--- config.mk ---
export PLATFORM = sky130hd
export DESIGN_NAME = seq_signed_divider
export DESIGN_NICKNAME = d
export VERILOG_FILES = /design/src/rtl/seq_signed_divider.sv
export SDC_FILE = /design/constraint.sdc
export NUM_CORES = 1
export LEC_CHECK = 0
export BUFFER_PORTS_ARGS = -buffer_cell sky130_fd_sc_hd__buf_2
export CORE_MARGIN = 3
export CORE_UTILIZATION = 60
export CTS_CLUSTER_DIAMETER = 40
export DETAILED_ROUTE_END_ITERATION = 6
export GPL_TIMING_DRIVEN = 0
export MAX_ROUTING_LAYER = met4
export PLACE_DENSITY = 0.85
export SYNTH_ARGS = -nofsm -noshare
export SYNTH_HDL_FRONTEND = slang
export SYNTH_SLANG_ARGS = --single-unit
export TNS_END_PERCENT = 50
--- constraint.sdc ---
create_clock -name clk -period 8.9 [get_ports clk]
set_clock_uncertainty 0.1 [all_clocks]
set_input_delay 1.78 -clock clk [delete_from_list [all_inputs] [get_ports clk]]
set_output_delay 1.78 -clock clk [all_outputs]
set_load 0.02 [all_outputs]
--- src/rtl/seq_signed_divider.sv ---
// Iterative signed divider, W-bit two's complement operands.
// Signs are stripped on accept, the magnitudes go through a restoring
// divide that produces one quotient bit per clock, and the signs are
// applied again in a single fix-up cycle. Handshake: start / busy / done.
module seq_signed_divider #(
    parameter int W = 32
) (
    input  logic         clk,
    input  logic         rst,
    input  logic         start,
    input  logic [W-1:0] dividend,
    input  logic [W-1:0] divisor,
    output logic         busy,
    output logic         done,
    output logic [W-1:0] quotient,
    output logic [W-1:0] remainder,
    output logic         div_by_zero
);

    localparam int CW = $clog2(W + 1);

    typedef enum logic [1:0] {
        IDLE,
        CALC,
        FIX
    } state_t;

    state_t        state_q;

    // dq_q starts as |dividend| and is shifted out MSB-first while the
    // quotient bits are shifted in at the LSB.
    logic [W-1:0]  dq_q;
    logic [W-1:0]  dv_q;
    // Partial remainder is always < |divisor| <= 2^(W-1), so W bits hold
    // it; the extra bit of the W+1-bit partial remainder only exists in
    // the shifted trial value below.
    logic [W-1:0]  rem_q;
    logic [CW-1:0] cnt_q;
    logic          negq_q;
    logic          negr_q;
    logic          zero_q;
    logic [W-1:0]  orig_q;

    logic          busy_q;
    logic          done_q;
    logic [W-1:0]  quot_q;
    logic [W-1:0]  remo_q;
    logic          dbz_q;

    logic [W-1:0]  dd_mag_d;
    logic [W-1:0]  dv_mag_d;
    logic [W:0]    shift_d;
    logic [W:0]    trial_d;
    logic [W-1:0]  fix_quot_d;
    logic [W-1:0]  fix_rem_d;

    // Operand magnitudes, one restoring step, and sign re-application.
    always_comb begin
        dd_mag_d   = dividend[W-1] ? (~dividend + 1'b1) : dividend;
        dv_mag_d   = divisor[W-1]  ? (~divisor  + 1'b1) : divisor;
        shift_d    = {rem_q, dq_q[W-1]};
        trial_d    = shift_d - {1'b0, dv_q};
        fix_quot_d = negq_q ? (~dq_q  + 1'b1) : dq_q;
        fix_rem_d  = negr_q ? (~rem_q + 1'b1) : rem_q;
    end

    // Control FSM and datapath registers, including the registered outputs.
    always_ff @(posedge clk or posedge rst) begin
        if (rst) begin
            state_q <= IDLE;
            dq_q    <= '0;
            dv_q    <= '0;
            rem_q   <= '0;
            cnt_q   <= '0;
            negq_q  <= 1'b0;
            negr_q  <= 1'b0;
            zero_q  <= 1'b0;
            orig_q  <= '0;
            busy_q  <= 1'b0;
            done_q  <= 1'b0;
            quot_q  <= '0;
            remo_q  <= '0;
            dbz_q   <= 1'b0;
        end else begin
            done_q <= 1'b0;
            unique case (state_q)
                IDLE: begin
                    if (start) begin
                        dq_q    <= dd_mag_d;
                        dv_q    <= dv_mag_d;
                        rem_q   <= '0;
                        cnt_q   <= CW'(W);
                        negq_q  <= dividend[W-1] ^ divisor[W-1];
                        negr_q  <= dividend[W-1];
                        zero_q  <= (divisor == '0);
                        orig_q  <= dividend;
                        busy_q  <= 1'b1;
                        state_q <= (divisor == '0) ? FIX : CALC;
                    end
                end
                CALC: begin
                    if (trial_d[W]) begin
                        rem_q <= shift_d[W-1:0];
                        dq_q  <= {dq_q[W-2:0], 1'b0};
                    end else begin
                        rem_q <= trial_d[W-1:0];
                        dq_q  <= {dq_q[W-2:0], 1'b1};
                    end
                    cnt_q <= cnt_q - 1'b1;
                    if (cnt_q == CW'(1)) begin
                        state_q <= FIX;
                    end
                end
                FIX: begin
                    if (zero_q) begin
                        quot_q <= '1;
                        remo_q <= orig_q;
                        dbz_q  <= 1'b1;
                    end else begin
                        quot_q <= fix_quot_d;
                        remo_q <= fix_rem_d;
                        dbz_q  <= 1'b0;
                    end
                    done_q  <= 1'b1;
                    busy_q  <= 1'b0;
                    state_q <= IDLE;
                end
                default: begin
                    state_q <= IDLE;
                end
            endcase
        end
    end

    assign busy        = busy_q;
    assign done        = done_q;
    assign quotient    = quot_q;
    assign remainder   = remo_q;
    assign div_by_zero = dbz_q;

endmodule

==> impl_summary.txt, run 1 <==
----------------------------------------------------
[Run status]
  Run status ... finished, final reports clean

[STA]
  Unrepaired setup endpoints after global routing ... false
  Final-report setup violation count ... 0
  FMAX ... 212 MHz
  Part of the cycle the worst path needs ... 52.9%
  Transition at the pin with the smallest max-transition slack ... 1.09 ns
  Worst relative slew slack ... 26.8%
  Fin Hold WS ... 0.374 ns
  Tmin final ... 4.71 ns
  Count of final max-slew check failures ... 0
  Fin. Hold Viols ... 0

[Worst setup path]
  Sort of element at the start of the critical path ... input pin
  Worst Setup End Kind ... register
  Endpoint arrival time on the critical path ... 5.07 ns
  Cell-by-cell trace of the critical path ... buf_2 -> nor4_1 -> nand2b_1 -> or4_1 -> or3_1 -> nor4_1 -> nand3_1 -> nor3_1 -> nand3_1 -> a21oi_1
  Critical Path Fanout Max ... 5
  Slowest Stage Delay on Critical Path ... 0.77 ns
  Category of the critical setup timing path ... in2reg
  Slowest stage cell, crit path ... nor3_1
  Endpoint required time on the critical path ... 9.26 ns

[Final layout]
  Relative area change from synthesis to final layout ... 16.3%
  Most common library cell in the layout ignoring fill and taps ... nand2_1
  Antenna diode count ... 0
  Nets ... 1744
  Most used cells in the layout excluding fill and tap cells ... nand2_1 (267), dfrtp_1 (205), o21ai_0 (177)
  Fraction of final layout cells with drive strength greater than 1 ... 11.8%
  Non-filler instance count after layout ... 1928
  Final standard cell area without fillers ... 0.0145 mm2

[Die]
  Area of the core ... 0.0203 mm2
  Number of top-level pins ... 134
  Total Die Area ... 0.0225 mm2
  Horizontal die dimension ... 150 um
  Number of cell rows ... 52
  Initial cell density of the core ... 61.4%
  Overall die height ... 150 um

[Synth]
  Count of flip-flops with a built-in enable after synthesis ... 0
  Share of flip-flops with an asynchronous set or reset ... 100%
  Area leader, netlist ... dfrtp_1
  Gate count after technology mapping ... 1473
  Avg Synthesized Cell Area ... 8.46 um2
  Yosys synthesis warning count ... 0
  Leading cell types by total area after synthesis ... dfrtp_1 (41%), nand2_1 (8.0%), xor2_1 (7.2%)
  Post-synth cell types ... 54
  Area share of the largest cell type after synthesis ... 41.2%
  Post-Syn Area ... 0.0125 mm2
  Prevailing post-synth register cell ... dfrtp_1
  Synthesized netlist net count ... 1579
  Register bit count reported by yosys ... 205
  Sequential share of the synthesized area ... 41.2%

[Route]
  DRC violations left ... 0
  Via count normalized by instance count ... 6.01
  ANT nets after route ... 0
  Routed length per placed instance ... 18.1 um
  Drt total wl ... 35000 um
  Total number of vias ... 11600
  First-pass iteration count of the detailed router ... 6
  First-iteration detailed-routing DRC count ... 714

[Power and ir drop]
  Total power after layout ... 6.11 mW
  Highest ir drop seen on vdd ... 0.195 mV
  Static Leakage ... 6.73 nW
  Power per cell area ... 422 mW/mm2

[GRT]
  Overflow after GRT ... 0
  Combined global-route utilization of all metal layers ... 31.7%
  Initial antenna violation count ... 0
  Pin count of the biggest net entering global routing ... 138
  First-pass GRT wire length ... 56100 um
  Via count of the first global-routing pass ... 11200

[Clock network]
  Number of setup buffers added after CTS ... 0
  Hold buffer count at cts ... 0
  Root Buffer Master ... clkbuf_16
  CTS H-tree lvls ... 1
  Bufs on Longest Clock Path ... 3
  Number of clock sinks ... 205
  CTS tree ... yes
  Register clock-pin slew on the reported worst setup and hold paths ... 0.06 ns
  Number of gates given a new drive strength after cts ... 0
  CTS Buf Count ... 30
  Worst-skew pair later-pin latency ... 0.55 ns

[Placement]
  Total of buffers placed on input and output ports ... 132
  Cell count after placement ... 1876
  Final weighted congestion in routability-driven placement ... 0.940
  Half-perimeter wire length after placement ... 25900 um
  Dpl cell area ... 0.0135 mm2

[Run]
  Max Cap Violations ... 0

[Min path]
  Worst Hold Class ... reg2reg

----------------------------------------------------
==> cells in the mapped netlist, drive strengths merged (16+ instances only) <==
cell type	n
a21oi	109
a22oi	21
clkbuf	76
dfrtp	205
ha	38
inv	54
mux2i	37
nand2	267
nand2b	16
nor2	86
o21ai	179
o22ai	25
o31ai	34
o41ai	20
or3	18
or4	20
xnor2	42
xor2	103
==> sequential cells by signal (all words and copies together), names as in the netlist <==
register and cells:
dv_q 32, remainder 32, div_by_zero 1, dq_q 32, negr_q 1, state_q 2, zero_q 1, rem_q 32
busy 1, quotient 32, cnt_q 6, orig_q 31, done 1, negq_q 1
==> critical path, delay by kind of cell <==
kind            cells  cell delay [ns]
simple gates        8             2.92
buf+inv             1             0.13
compound gates      1             0.23
==> logic make-up after synthesis <==
kind of cell | synth area share, %
AOI/OAI and AO/OA | 20.8
buffers and inverters | 4.18
muxes | 3.06
DFF | 41.2
adders and majority gates | 3.98
and+or+nand+nor | 16.6
xor gates and xnor gates | 10.2
==> report_power, final <==
| group | internal [mW] | switching, mW |
|---|---|---|
| Clock | 0.718 | 0.436 |
| Combinational | 1.27 | 1.93 |
| Sequential | 1.35 | 0.407 |
==> layout make-up <==
cell class                 instances  area, um2
inverter                          55        214
clock inverter                    14        161
buffer                            83        314
sequential                       205       5130
multi-input combinational       1130       6810
fill                            1586       5820
clock buffer                      38        831
timing repair buffer             133        688
tap                              270        338
==> metrics by stage <==
stage | setup slack, ns | utilization, % | setup TNS (ns)
after floorplan | 1.42 | - | 0
after global placement | -0.528 | 66.3 | -105.15
after detailed placement | 3.73 | 66.5 | 0
after CTS | 4.27 | 71.3 | 0
after global routing | 3.95 | 71.3 | 0
final | 4.19 | 71.3 | 0
==> per-layer routing <==
metal  routed length [um]  global-route usage (%)  part of all wire (%)  up-vias
li1                     -                       -                     -     5504
met1                13700                    38.3                    39     5442
met2                17300                    53.7                    50      516
met3                 2470                    4.03                   7.1      131
met4                 1520                    13.4                   4.4        0
met5                    0                       -                     0        -
==> worst paths after layout <==
| check | to | slack (ns) | startpoint | cells past startpoint |
|---|---|---|---|---|
| setup / recovery | state_q[1] | 4.19 | divisor[3] | 10 |
| hold reg to reg | quotient[0] | 0.37 | quotient[0] | 2 |
| max in group asynchronous | rem_q[13] | 6.51 | rst | 3 |
| min in group asynchronous | quotient[31] | 1.17 | rst | 2 |
| setup reg to reg | rem_q[23] | 4.79 | dq_q[31] | 15 |
| hold / removal | quotient[0] | 0.37 | quotient[0] | 2 |
(Power assumes the default switching activity.)
==> run 2: changes to the inputs <==
- clock period: 8.9 -> 4.9 ns (I/O delays scaled with it)
==> run 2 against run 1 <==
Critical path depth increased by 4. Clock power rose by 110%. Wire length rose by 0.89%. Final cell count is 0.16% higher. Utilization rose by 0.85 points. Worst hold slack improved by 0.0019 ns. Combinational power is 82% higher. Sequential share of layout area down 0.42 points. Global-route usage grew 0.12 points. Non-clock buffer count up 4. Largest cell class unchanged. Largest power group unchanged.
==> impl_summary.txt, run 2 (same netlist as run 1, synthesis figures left out) <==
----------------------------------------------------
[Route]
  Met3 WL ... 2390 um
  DRC violations left ... 0
  Post-Route M1 WL ... 14000 um
  ANT nets after route ... 0
  Total number of vias ... 11500
  Top routing layer in use ... met4
  Detailed route wirelength on metal2 ... 17500 um
  Routed length per placed instance ... 18.3 um
  Via count normalized by instance count ... 5.93
  First-pass iteration count of the detailed router ... 6
  First-iteration detailed-routing DRC count ... 895
  Drt total wl ... 35300 um

[Worst setup path]
  Reg-to-reg endpoint ... rem_q[29]
  Worst r2r src ... dq_q[31]
  Sort of element at the start of the critical path ... register
  Endpoint arrival time on the critical path ... 4.34 ns
  Depth of the worst register-to-register path ... 14
  Reg-to-reg slack, setup ... 0.87 ns
  Critical Path Fanout Max ... 10
  Endpoint required time on the critical path ... 5.21 ns
  Worst Setup End Kind ... register
  Category of the critical setup timing path ... reg2reg

[Min path]
  Hold Path Depth ... 2
  Worst Hold Launch ... remainder[17]
  Worst-case hold path end point ... remainder[17]
  Worst Hold Class ... reg2reg

[Die]
  Number of top-level pins ... 134
  Overall die height ... 150 um
  Area of the core ... 0.0203 mm2
  Number of cell rows ... 52
  Initial cell density of the core ... 61.4%
  Horizontal die dimension ... 150 um
  Total Die Area ... 0.0225 mm2

[Final layout]
  Most common library cell in the layout ignoring fill and taps ... nand2_1
  Reg area ... 0.00513 mm2
  Multi-input gate area ... 0.00681 mm2
  Antenna diode count ... 0
  Fraction of final layout cells with drive strength greater than 1 ... 12.1%
  Most used cells in the layout excluding fill and tap cells ... nand2_1 (267), dfrtp_1 (205), o21ai_0 (177)
  Fill count ... 1518
  Relative area change from synthesis to final layout ... 17.6%
  Nets ... 1747

[GRT]
  Pin count of the biggest net entering global routing ... 43
  Combined global-route utilization of all metal layers ... 31.8%
  Overflow after GRT ... 0
  Via count of the first global-routing pass ... 11300
  First-pass GRT wire length ... 56200 um
  Initial antenna violation count ... 0

[Placement]
  Worst slack, placed ... 0.596 ns
  Total of buffers placed on input and output ports ... 132
  Final weighted congestion in routability-driven placement ... 0.935
  Half-perimeter wire length after placement ... 26200 um

[Power and ir drop]
  Total power after layout ... 11.4 mW
  Highest ir drop seen on vdd ... 0.320 mV
  Power per cell area ... 777 mW/mm2
  Static Leakage ... 6.82 nW

[Run]
  Max Cap Violations ... 0

[STA]
  Worst-case setup margin in the final layout ... 0.868 ns
  Tmin final ... 4.03 ns
  Transition at the pin with the smallest max-transition slack ... 1.10 ns
  Worst relative slew slack ... 26.2%
  Part of the cycle the worst path needs ... 82.3%
  Sum of negative setup slack ... 0 ns
  Fin. Hold Viols ... 0
  Unrepaired setup endpoints after global routing ... false
  Count of final max-slew check failures ... 0
  FMAX ... 248 MHz
  Final-report setup violation count ... 0

[Clock network]
  Bufs on Longest Clock Path ... 3
  Register clock-pin slew on the reported worst setup and hold paths ... 0.06 ns
  Worst-skew pair later-pin latency ... 0.53 ns
  CTS Buf Count ... 29
  Number of clock sinks ... 205
  CTS H-tree lvls ... 1
  Number of setup buffers added after CTS ... 0
  CTS tree ... yes
  Number of gates given a new drive strength after cts ... 0
  Root Buffer Master ... clkbuf_16
  Hold buffer count at cts ... 0

[Run status]
  Run status ... finished, final reports clean

----------------------------------------------------
run 2: cell count changes in the layout (fill, tap and decap cells not counted), sizes merged:
cell / change
buf: +4
bufinv: +6
clkbuf: -5
clkinvlp: -2
run 2: final cells by class:
class                      instances  share of cell area, %
buffer                            83                   2.14
clock buffer                      33                   5.33
clock inverter                    18                   2.15
inverter                          55                   1.43
multi-input combinational       1130                   46.4
sequential                       205                   35.0
tap                              270                   2.31
timing repair buffer             137                   5.19
run 2: how the worst max path moves through the flow:
stage	endpoint	startpoint	cells past startpoint
after global routing	rem_q[30]	dq_q[31]	15
after CTS	rem_q[30]	dq_q[31]	12
after global placement	rem_q[6]	rst	2
final	rem_q[29]	dq_q[31]	14
after floorplan	busy	rst	1
after detailed placement	state_q[1]	divisor[3]	10
run 2: worst max-delay path, cell delays in order, from the launching register on:
cell and delay, ns:
dfrtp_1 0.39, inv_1 0.15, ha_1 0.27, fa_1 0.42, nand2b_1 0.19, a21oi_1 0.23
o211ai_1 0.19, and2_1 0.22, o41ai_1 0.48, o21bai_1 0.13, and3_1 0.20, clkbuf_1 0.10
buf_2 0.21, buf_2 0.27, a311o_1 0.35
run 2: where the power goes:
group | internal, mW | switching, mW
registers | 2.45 | 0.750
logic | 2.32 | 3.51
clock network | 1.56 | 0.795
run 2: metrics by stage:
step	area [um2]	util, %	hold WS [ns]	cells
finish	14700	72.2	0.376	1931
detailed placement	13600	66.8	0.363	1880
global placement	13500	66.3	0.358	1875
global route	14700	72.2	0.396	1931
floorplan	12500	-	0.343	1473
CTS	14700	72.2	0.376	1931
run 2: per-layer routing:
metal  global-route usage, %  vias up
li1                        -     5511
met1                    38.6     5351
met2                    53.7      483
met3                    4.24      114
met4                    13.3        0
met5                       -        -
==> run 3: changes to the inputs <==
- CORE_UTILIZATION: 60 -> 54
- PLACE_DENSITY: 0.85 -> 0.81
- clock period: 4.9 -> 3.6 ns (I/O delays scaled with it)
==> run 3 against run 2 <==
Clock power up 22%. Global-route usage down 3.4 points. Sequential power up 35%. First-iteration DRC count down 11%. Setup slack worse by 0.80 ns. Wire length down 1.6%. Worst hold slack worse by 0.23 ns. Critical path type unchanged.
==> impl_summary.txt, run 3 (same netlist as run 1, synthesis figures left out) <==
----------------------------------------------------
[Route]
  ANT nets after route ... 0
  Via count normalized by instance count ... 5.85
  Routed length per placed instance ... 17.8 um
  Drt total wl ... 34700 um
  DRC violations left ... 0
  First-iteration detailed-routing DRC count ... 800
  Total number of vias ... 11400
  First-pass iteration count of the detailed router ... 6

[Run status]
  Run status ... finished, final reports clean

[STA]
  Part of the cycle the worst path needs ... 98.0%
  FMAX ... 283 MHz
  Fin. Hold Viols ... 0
  Transition at the pin with the smallest max-transition slack ... 1.20 ns
  Tmin final ... 3.53 ns
  Worst relative slew slack ... 19.5%
  Final-report setup violation count ... 0
  Count of final max-slew check failures ... 0

[Clock network]
  Number of clock sinks ... 205
  Root Buffer Master ... clkbuf_16
  CTS tree ... yes
  Worst-skew pair later-pin latency ... 0.56 ns
  CTS H-tree lvls ... 1
  CTS Buf Count ... 29
  Bufs on Longest Clock Path ... 3
  Register clock-pin slew on the reported worst setup and hold paths ... 0.06 ns

[Worst setup path]
  Worst Setup End Kind ... register
  Slowest Stage Delay on Critical Path ... 0.38 ns
  Sort of element at the start of the critical path ... register
  Critical Path Fanout Max ... 10
  Category of the critical setup timing path ... reg2reg
  Slowest stage cell, crit path ... dfrtp_1
  Endpoint required time on the critical path ... 3.92 ns
  Endpoint arrival time on the critical path ... 3.85 ns
  Cell-by-cell trace of the critical path ... inv_2 -> ha_2 -> fa_2 -> nand2b_4 -> a21oi_4 -> o211ai_1 -> and2_4 -> o41ai_4 -> o21bai_1 -> and3_1 -> clkbuf_1 -> buf_6 -> buf_8 -> a311o_1

[Min path]
  Worst Hold Class ... in2async

[Die]
  Number of top-level pins ... 134
  Number of cell rows ... 54
  Horizontal die dimension ... 158 um
  Area of the core ... 0.0222 mm2
  Total Die Area ... 0.0249 mm2
  Overall die height ... 158 um
  Initial cell density of the core ... 56.0%

[Final layout]
  Layout Utilization ... 66.2%
  Most used cells in the layout excluding fill and tap cells ... nand2_1 (266), dfrtp_1 (205), o21ai_0 (173)
  Nets ... 1750
  Antenna diode count ... 0
  Fraction of final layout cells with drive strength greater than 1 ... 13.4%
  Most common library cell in the layout ignoring fill and taps ... nand2_1
  Relative area change from synthesis to final layout ... 18.1%

[Power and ir drop]
  Highest ir drop seen on vdd ... 0.488 mV
  Power per cell area ... 1050 mW/mm2
  Share of power burned in combinational logic ... 53.2%
  Fraction of power spent switching nets ... 45.3%
  Portion of total power attributed to the clock network ... 18.7%
  Switching power total ... 6.97 mW
  Share of total power in sequential cells ... 28.1%
  Internal Pwr Total ... 8.42 mW
  Static Leakage ... 6.81 nW
  Total power after layout ... 15.4 mW

[Placement]
  Total of buffers placed on input and output ports ... 132
  Half-perimeter wire length after placement ... 26600 um
  Final weighted congestion in routability-driven placement ... 0.993

[GRT]
  Overflow after GRT ... 0
  Pin count of the biggest net entering global routing ... 44
  Initial antenna violation count ... 0
  Combined global-route utilization of all metal layers ... 28.4%
  Via count of the first global-routing pass ... 11100
  First-pass GRT wire length ... 55700 um

[Run]
  Max Cap Violations ... 0

----------------------------------------------------
==> run 3: cell types whose count changed in the layout (fill, tap and decap cells not counted), sizes merged <==
cell      previous run  this run
bufinv               8         2
clkinv               7         5
clkinvlp             2         9
buf                144       149
inv                 56        57
==> run 3: final cells by class <==
type	count	area, um2
fill	1806	7520
multi-input combinational	1130	6890
sequential	205	5130
clock buffer	35	798
timing repair buffer	142	798
tap	280	350
buffer	81	324
inverter	55	210
clock inverter	18	209
==> run 3: layer usage <==
layer  routed length (um)  GRT usage, %  part of all wire, %  vias to the layer above
met2                17100          47.9                   49                      407
met1                14400          35.3                   41                     5369
li1                     -             -                    -                     5511
met4                 1290          10.9                  3.7                        0
met5                    0             -                    0                        -
met3                 2000          3.12                  5.7                      105
==> run 3: repair_timing <==
action / in CTS / in global routing
gates resized for setup: 12 / 16
hold buffers: 0 / 0
pin swaps: 2 / 6
setup endpoints to repair: 32 / 32
buffers inserted: 0 / 5
==> run 3: power by group through the flow <==
stage / logic, mW / clock network (mW) / registers (mW)
2_1_floorplan: 5.59 / 0 / 4.39
3_3_place_gp: 7.57 / 0 / 4.28
3_5_place_dp: 7.79 / 0 / 4.32
4_1_cts: 7.95 / 2.91 / 4.30
5_1_grt: 9.10 / 3.00 / 4.46
6_report: 8.19 / 2.88 / 4.33
==> run 3: stage by stage <==
stage,hold WS (ns),instance area (um2),std cells,setup slack (ns),setup TNS (ns)
6_report,0.148,14700,1946,0.0710,0
3_5_place_dp,0.361,13600,1890,-0.459,-8.08
5_1_grt,0.197,14700,1946,-0.0239,-0.0239
4_1_cts,0.151,14600,1943,0.00564,0
3_3_place_gp,0.356,13500,1885,-0.992,-207.14
2_1_floorplan,0.343,12500,1473,0.122,0
==> run 3: path summary, 6_finish.rpt <==
| path | start | end | slack (ns) | depth (start not counted) |
|---|---|---|---|---|
| max | dq_q[31] | rem_q[29] | 0.07 | 14 |
| min | rst | dq_q[30] | 0.15 | 2 |
| max reg2reg | dq_q[31] | rem_q[29] | 0.07 | 14 |
| min reg2reg | quotient[0] | quotient[0] | 0.37 | 2 |
| max in group asynchronous | rst | rem_q[6] | 2.35 | 4 |
| min in group clk | dividend[28] | orig_q[28] | 0.31 | 3 |
==> run 3: critical path, delay by kind of cell, from the launching register on <==
kind,cells,cell delay [ns]
flip-flops,1,0.38
AND/OR/NAND/NOR,3,0.60
adder cells (fa/ha/maj),2,0.56
AO/OA/AOI/OAI,5,1.19
buffers and inverters,4,0.54
